`config.mk`:
```
export PLATFORM = sky130hd
export DESIGN_NAME = pulse_emitter
export DESIGN_NICKNAME = d
export VERILOG_FILES = /design/src/rtl/pulse_emitter.sv
export SDC_FILE = /design/constraint.sdc
export NUM_CORES = 1
export LEC_CHECK = 0
export CAP_MARGIN = 20
export CELL_PAD_IN_SITES_DETAIL_PLACEMENT = 1
export CELL_PAD_IN_SITES_GLOBAL_PLACEMENT = 1
export CORE_MARGIN = 2
export CORE_UTILIZATION = 39
export DETAILED_ROUTE_END_ITERATION = 8
export PLACE_DENSITY_LB_ADDON = 0.12
export SETUP_SLACK_MARGIN = 0.15
export SLEW_MARGIN = 5
export SYNTH_ARGS = -nofsm -noshare
export SYNTH_HDL_FRONTEND = slang
export SYNTH_SLANG_ARGS = --single-unit
```
`constraint.sdc`:
```
create_clock -name clk -period 3.15 [get_ports clk]
set_input_delay 0.4725 -clock clk [delete_from_list [all_inputs] [get_ports clk]]
set_output_delay 0.4725 -clock clk [all_outputs]
set_load 0.01 [all_outputs]
```
`src/rtl/pulse_emitter.sv`:
```
// pulse_emitter: turns single-cycle request strobes into clean pulses on line_out.
// Each pulse is exactly HIGH_LEN cycles high and is followed by at least GAP_LEN low cycles.
// Requests that arrive during a pulse queue in a saturating counter; a full queue drops them and sets overflow.
// Ports: clk, rst (async active-high), trig_in (request strobe), clr_ovf (clear overflow),
//        line_out (pulse line), busy (not idle), done (first gap cycle strobe),
//        pending (queued requests), overflow (sticky drop flag). All outputs are registered.
module pulse_emitter #(
  parameter int HIGH_LEN    = 4,
  parameter int GAP_LEN     = 4,
  parameter int MAX_PENDING = 7,
  localparam int PW         = $clog2(MAX_PENDING + 1)
) (
  input  logic          clk,
  input  logic          rst,
  input  logic          trig_in,
  input  logic          clr_ovf,
  output logic          line_out,
  output logic          busy,
  output logic          done,
  output logic [PW-1:0] pending,
  output logic          overflow
);

  localparam int MAX_LEN = (HIGH_LEN > GAP_LEN) ? HIGH_LEN : GAP_LEN;
  localparam int CW      = (MAX_LEN > 1) ? $clog2(MAX_LEN) : 1;

  localparam logic [CW-1:0] HIGH_LOAD = CW'(HIGH_LEN - 1);
  localparam logic [CW-1:0] GAP_LOAD  = CW'(GAP_LEN - 1);
  localparam logic [PW-1:0] PEND_MAX  = PW'(MAX_PENDING);

  typedef enum logic [1:0] {
    S_IDLE = 2'd0,
    S_HIGH = 2'd1,
    S_GAP  = 2'd2
  } state_t;

  state_t        state_q;
  logic [CW-1:0] cnt_q;
  logic [PW-1:0] pending_q, pending_d;
  logic          overflow_q, overflow_d;
  logic          line_q, busy_q, done_q;

  logic cnt_zero, pend_nz;
  logic start, deq, direct, enq, drop;

  assign cnt_zero = (cnt_q == '0);
  assign pend_nz  = (pending_q != '0);

  // A pulse may only begin from IDLE or on the last GAP edge. Queued work
  // takes precedence over a fresh strobe, which then gets queued instead.
  always_comb begin
    start = 1'b0;
    deq   = 1'b0;
    case (state_q)
      S_IDLE: begin
        start = trig_in | pend_nz;
        deq   = pend_nz;
      end
      S_GAP: begin
        start = cnt_zero & (trig_in | pend_nz);
        deq   = cnt_zero & pend_nz;
      end
      default: begin
        start = 1'b0;
        deq   = 1'b0;
      end
    endcase
  end

  // A strobe that launches a pulse with an empty queue is consumed on the spot.
  assign direct = start & ~deq;
  assign enq    = trig_in & ~direct;
  // A dequeue on the same edge frees a slot, so only enqueue-without-dequeue can drop.
  assign drop   = enq & ~deq & (pending_q == PEND_MAX);

  always_comb begin
    pending_d = pending_q;
    if (enq && !drop && !deq) begin
      pending_d = pending_q + PW'(1);
    end else if (deq && !enq) begin
      pending_d = pending_q - PW'(1);
    end
  end

  // Setting wins over clearing when both happen on one edge.
  always_comb begin
    overflow_d = overflow_q;
    if (drop) begin
      overflow_d = 1'b1;
    end else if (clr_ovf) begin
      overflow_d = 1'b0;
    end
  end

  always_ff @(posedge clk or posedge rst) begin
    if (rst) begin
      state_q    <= S_IDLE;
      cnt_q      <= '0;
      pending_q  <= '0;
      overflow_q <= 1'b0;
      line_q     <= 1'b0;
      busy_q     <= 1'b0;
      done_q     <= 1'b0;
    end else begin
      pending_q  <= pending_d;
      overflow_q <= overflow_d;
      done_q     <= 1'b0;
      case (state_q)
        S_IDLE: begin
          if (start) begin
            state_q <= S_HIGH;
            cnt_q   <= HIGH_LOAD;
            line_q  <= 1'b1;
            busy_q  <= 1'b1;
          end
        end
        S_HIGH: begin
          if (cnt_zero) begin
            state_q <= S_GAP;
            cnt_q   <= GAP_LOAD;
            line_q  <= 1'b0;
            done_q  <= 1'b1;
          end else begin
            cnt_q <= cnt_q - CW'(1);
          end
        end
        S_GAP: begin
          if (cnt_zero) begin
            if (start) begin
              state_q <= S_HIGH;
              cnt_q   <= HIGH_LOAD;
              line_q  <= 1'b1;
            end else begin
              state_q <= S_IDLE;
              busy_q  <= 1'b0;
            end
          end else begin
            cnt_q <= cnt_q - CW'(1);
          end
        end
        default: begin
          state_q <= S_IDLE;
          cnt_q   <= '0;
          line_q  <= 1'b0;
          busy_q  <= 1'b0;
        end
      endcase
    end
  end

  assign line_out = line_q;
  assign busy     = busy_q;
  assign done     = done_q;
  assign pending  = pending_q;
  assign overflow = overflow_q;

endmodule

```
==> flow_summary.ini, run 1 <==
[status]
outcome = complete, no violations

[route]
dr.pass1.iters = 4
drtIter0Drc = 2
routed_wl_um = 1570
drc = 0
ant_nets = 0
num_vias = 611
vias_per_cell = 5.50
avgRoutedWirePerCell_um = 14.2

[finish]
instances_no_fill = 111
fillers = 205
antenna_cells = 0
nets = 94
drive_gt1_frac = 0.0814
syn2layout_area_growth_pct = 17.3

[clock_network]
clk_latency_ns = 0.27
cts_setup_buffers = 0
htreeDepth = 1
ctsResizeCount = 0
cts_tree = yes
root_buffer = clkbuf_4
cts_made_buffers = 3
cts-hold-fix-buffers = 0
cts_buffer_depth = 2
clkSinkCount = 11
cts.clk_slew.worst_paths_ns = 0.08

[power_and_ir_drop]
p_per_area_nw_per_um2 = 1030
sw_frac_of_total = 0.432
seq_power_share = 0.366
p_int_mw = 0.494
combPwrFrac = 0.518
ir_drop_mv = 0.407
fin_total_pwr_mw = 0.870
p_leak_nw = 0.347
p_sw_mw = 0.375
pwr-share-clk = 0.116

[flow_run]
max_cap_violations = 0

[worst_setup_path]
arrival_ns = 2.59
startpoint = cnt_q[0]
path_delay_family = adder cells
crit_path_max_fanout = 13
cpPeakStageDelay_ns = 0.54
cp-start-kind = flip-flop
cp_cell_sequence = inv_1, ha_1, nor2b_4, o21a_1, nand2_1, fa_1, nor2_1, o21ai_0, a21boi_0, a221oi_1
path_class = flip-flop to flip-flop
cp.required_ns = 3.32
crit_buf_inv = 1
crit_slowest_cell = fa_1
crit_path_end_kind = flip-flop
r2r-start = cnt_q[0]

[die]
rows = 15
die_width_um = 46.9
start_util = 0.415
io_pins = 11
fp.coreArea_sq_um = 1730
die_h_um = 46.9
die_area_sq_um = 2200

[logic_synthesis]
synth.largest_area_cell = dfrtp_1
synth_seq_cells = 11
async_flop_share = 1.00
ys.flop_type = dfrtp_1
synth_cell_type_count = 35
syn_area_sq_um = 717
ys_warn_count = 0
synth.top_cells.by_count = dfrtp_1, o21ai_0, nor2_1
synth_edf_count = 0
synthMostInstantiatedCell = dfrtp_1
synth.area.top_cells = dfrtp_1, o21ai_0, nor2_1, ha_1, inv_1
seq_area_frac_synth = 0.384
synth_top_area_share = 0.384
synthCells = 78
syn_area_per_cell_sq_um = 9.19
syn_nets = 85

[placed_design]
dpl.hpwl_um = 1130
portBuffers = 10
gp_congestion = 0.693
dp_worst_setup_slack_ns = 0.620
placedCellCount = 107

[grt]
grt-busiest-layer = met2
grt_use_total = 0.170
grt-ovfl-total = 0
grt_pass1_vias = 588
grtUsageMet1 = 0.222
met3_usage = 0.0346
antenna_found_initial = 0
grt_pass1_wl_um = 2640
grt_max_degree = 23
use_met2 = 0.268

[hold_path]
hp-class = flip-flop to flip-flop
min_from = line_out

[timing]
fin_crit_ns = 2.41
setup-tns-final_ns = 0
skew_ns = 0.000622
hold_violations = 0
tightestPinTransition_ns = 0.607
rsz0062_at_grt = false
finalWorstSetupSlack_ns = 0.737
setup_viol = 0
fmax_mhz = 414
maxSlewViolCount = 0
maxSlewHeadroom = 0.595
timing.final.crit_share = 0.766
==> final cells by class <==
cell class	count	area, sq um	share of cell area
flip-flops and latches	11	275	0.327
inverters	6	22.5	0.0268
well taps	25	31.3	0.0372
multi-input cells	55	385	0.458
clock buffers	4	26.3	0.0313
repair buffers	10	100	0.119
==> worst min-delay path: stages, from the launching register on <==
cell and delay (ns):
dfrtp_1 0.35, nand2_1 0.05, o31ai_1 0.06
==> flip-flops by register name, indices dropped and copies added, names as in the netlist <==
signal,count
busy,1
cnt_q,2
done,1
line_out,1
overflow,1
pending,3
state_q,2
==> per-stage QoR <==
stage / hold slack (ns) / instance area [sq um] / util
3_3_place_gp: 0.463 / 815 / 0.472
3_5_place_dp: 0.479 / 815 / 0.472
6_report: 0.491 / 841 / 0.487
5_1_grt: 0.516 / 841 / 0.487
2_1_floorplan: 0.325 / 717 / -
4_1_cts: 0.496 / 841 / 0.487
==> cell usage in the layout (no fill, tap or decap), types with 2 or more instances in the layout <==
cell / n
inv_1: 6
or3_1: 2
o22ai_1: 2
a21oi_1: 3
o2111ai_1: 2
nand2_1: 4
ha_1: 2
nor2_1: 7
dfrtp_1: 11
a221oi_1: 2
clkdlybuf4s50_1: 10
clkbuf_4: 3
nor4_1: 2
o21ai_0: 8
o21bai_1: 2
==> metal layers <==
layer / vias up / share of wire
met1: 298 / 0.49
met2: 9 / 0.48
met4: 0 / 0.0089
met3: 2 / 0.025
met5: - / 0
li1: 302 / -
==> final timing paths <==
check,to,slack [ns],depth (start not counted)
max,pending[1],0.74,10
min,line_out,0.49,2
max reg2reg,pending[1],0.74,10
min reg2reg,line_out,0.49,2
max in group asynchronous,cnt_q[0],2.34,2
min in group asynchronous,done,0.51,2
==> kinds of logic (layout without fill, tap and decap cells) <==
logic type	after synthesis	count (layout)	share of synthesized area
AND/OR/NAND/NOR	23	23	0.190
AO/OA/AOI/OAI	29	29	0.284
flip-flops	11	11	0.384
adder cells (fa/ha/maj)	3	3	0.0628
buffers and inverters	12	20	0.0785
==> power groups by stage <==
stage / Combinational [mW] / Clock (mW) / Sequential, mW
2_1_floorplan: 0.350 / 0 / 0.285
3_3_place_gp: 0.439 / 0 / 0.322
3_5_place_dp: 0.456 / 0 / 0.326
4_1_cts: 0.457 / 0.105 / 0.322
5_1_grt: 0.509 / 0.113 / 0.338
6_report: 0.451 / 0.101 / 0.319
No activity file was read; power rests on OpenSTA's default activity.
==> inputs of run 2 (changes only) <==
clock period = 2.35 ns   (was 3.15 ns; I/O delays follow)
==> run 2 against run 1 <==
Net effect:
- sequential cell count is the same
- global-route usage grew 1.4 points
- maximum frequency grew 16%
- clock skew grew 0.0030 ns
- wire length grew 16%
- critical endpoint unchanged
==> flow_summary.ini, run 2 (same netlist as run 1, synthesis figures left out) <==
[status]
outcome = complete, no violations

[clock_network]
clkSinkCount = 11
root_buffer = clkbuf_4
cts_buffer_depth = 2
htreeDepth = 1
cts_made_buffers = 3
cts.clk_slew.worst_paths_ns = 0.08
cts_tree = yes
clk_latency_ns = 0.27
cts-hold-fix-buffers = 0

[die]
die_area_sq_um = 2200
fp.coreArea_sq_um = 1730
io_pins = 11
die_h_um = 46.9
start_util = 0.415
rows = 15
die_width_um = 46.9

[timing]
rsz0062_at_grt = true
fmax_mhz = 482
timing.final.crit_share = 0.882
maxSlewHeadroom = 0.628
fin_crit_ns = 2.07
whs_ns = 0.390
finalWorstSetupSlack_ns = 0.276
setup_viol = 0
tightestPinTransition_ns = 0.553
maxSlewViolCount = 0
hold_violations = 0
setup-tns-final_ns = 0
skew_ns = 0.00361

[finish]
antenna_cells = 0
drive_gt1_frac = 0.242
syn2layout_area_growth_pct = 30.5
fillers = 210
final_cell_mix = dfrtp_1, clkdlybuf4s50_1, buf_4
largest_register_ffs = 3
stdcell_area_sq_um = 936
final_common_cell = dfrtp_1
nets = 103

[worst_setup_path]
path_class = flip-flop to flip-flop
reg2regPathDepth = 8
cp.required_ns = 2.53
arrival_ns = 2.25
r2r-start = cnt_q[0]
cp-start-kind = flip-flop
crit_path_max_fanout = 4
endpoint = pending[1]
crit_path_end_kind = flip-flop
startpoint = cnt_q[0]
r2r_slack_ns = 0.28
r2r_end = pending[1]

[grt]
grtUsageMet1 = 0.275
grt-ovfl-total = 0
grt_pass1_wl_um = 2810
grt_max_degree = 22
antenna_found_initial = 0
met3_usage = 0.0462
grt_use_total = 0.184
grt_pass1_vias = 594
use_met2 = 0.255
grt-busiest-layer = met1

[placed_design]
place_area_sq_um = 845
dpl.hpwl_um = 1230
gp_congestion = 0.723
dp_worst_setup_slack_ns = 0.128
portBuffers = 10

[route]
routed_wl_um = 1830
ant_nets = 0
drtIter0Drc = 18
drc = 0
dr.pass1.iters = 4
vias_per_cell = 5.58
avgRoutedWirePerCell_um = 15.2
num_vias = 669

[power_and_ir_drop]
p_leak_nw = 0.394
p_per_area_nw_per_um2 = 1450
ir_drop_mv = 0.669

[flow_run]
max_cap_violations = 0

[hold_path]
hp-class = primary input to async pin
## run 2: cell types whose count changed in the layout (fill, tap and decap cells not counted), sizes merged
cell	before	now
buf	0	9
clkbuf	4	3
clkinv	0	1
## run 2: per-layer routing
| metal | vias up | share of wire |
|---|---|---|
| met5 | - | 0 |
| met1 | 333 | 0.49 |
| met4 | 0 | 0.0066 |
| met3 | 2 | 0.031 |
| met2 | 11 | 0.47 |
| li1 | 323 | - |
## run 2: where the power goes
part,switching [mW],leakage (nW),internal (mW),total (mW)
Combinational,0.418,0.246,0.430,0.848
Clock,0.0714,0.0177,0.0629,0.134
Sequential,0.101,0.131,0.277,0.378
## run 2: layout make-up
class / instances / area (sq um) / share of cell area
clock buffers: 3 / 22.5 / 0.0241
clock inverters: 1 / 5.00 / 0.00535
inverters: 6 / 22.5 / 0.0241
multi-input cells: 55 / 412 / 0.440
flip-flops and latches: 11 / 275 / 0.294
well taps: 25 / 31.3 / 0.0334
repair buffers: 19 / 168 / 0.179
## run 2: worst min-delay path by stage
stage / to / slack [ns] / depth (start not counted)
6_report: pending[1] / 0.39 / 2
5_1_grt: busy / 0.41 / 2
4_1_cts: pending[1] / 0.40 / 2
3_5_place_dp: line_out / 0.50 / 2
3_3_place_gp: line_out / 0.46 / 2
2_1_floorplan: busy / 0.20 / 1
## run 2: repair_timing
action	in CTS	in global routing
gates resized for setup	1	8
setup endpoints to repair	1	2
setup buffers	0	5
hold endpoints to repair	0	0
pin swaps	0	5
## run 2: stage by stage
stage	instances	util	total power, mW
2_1_floorplan	78	-	0.850
4_1_cts	115	0.507	1.23
6_report	120	0.542	1.36
3_3_place_gp	111	0.489	1.06
3_5_place_dp	111	0.489	1.09
5_1_grt	120	0.542	1.49
## run 2: critical path, stage by stage (launching register included)
cell and delay [ns]:
dfrtp_1 0.40, inv_2 0.07, ha_4 0.18, nor2b_4 0.11, o21a_1 0.17, nand2_2 0.06, fa_2 0.58, o21ai_0 0.15
a221oi_2 0.27
==> inputs of run 3 (changes only) <==
CAP_MARGIN = 10   (was 20)
CTS_CLUSTER_SIZE = 8   (was not set)
==> results of run 3 <==
No change in the layout: final DEF, timing and power equal those of run 2.
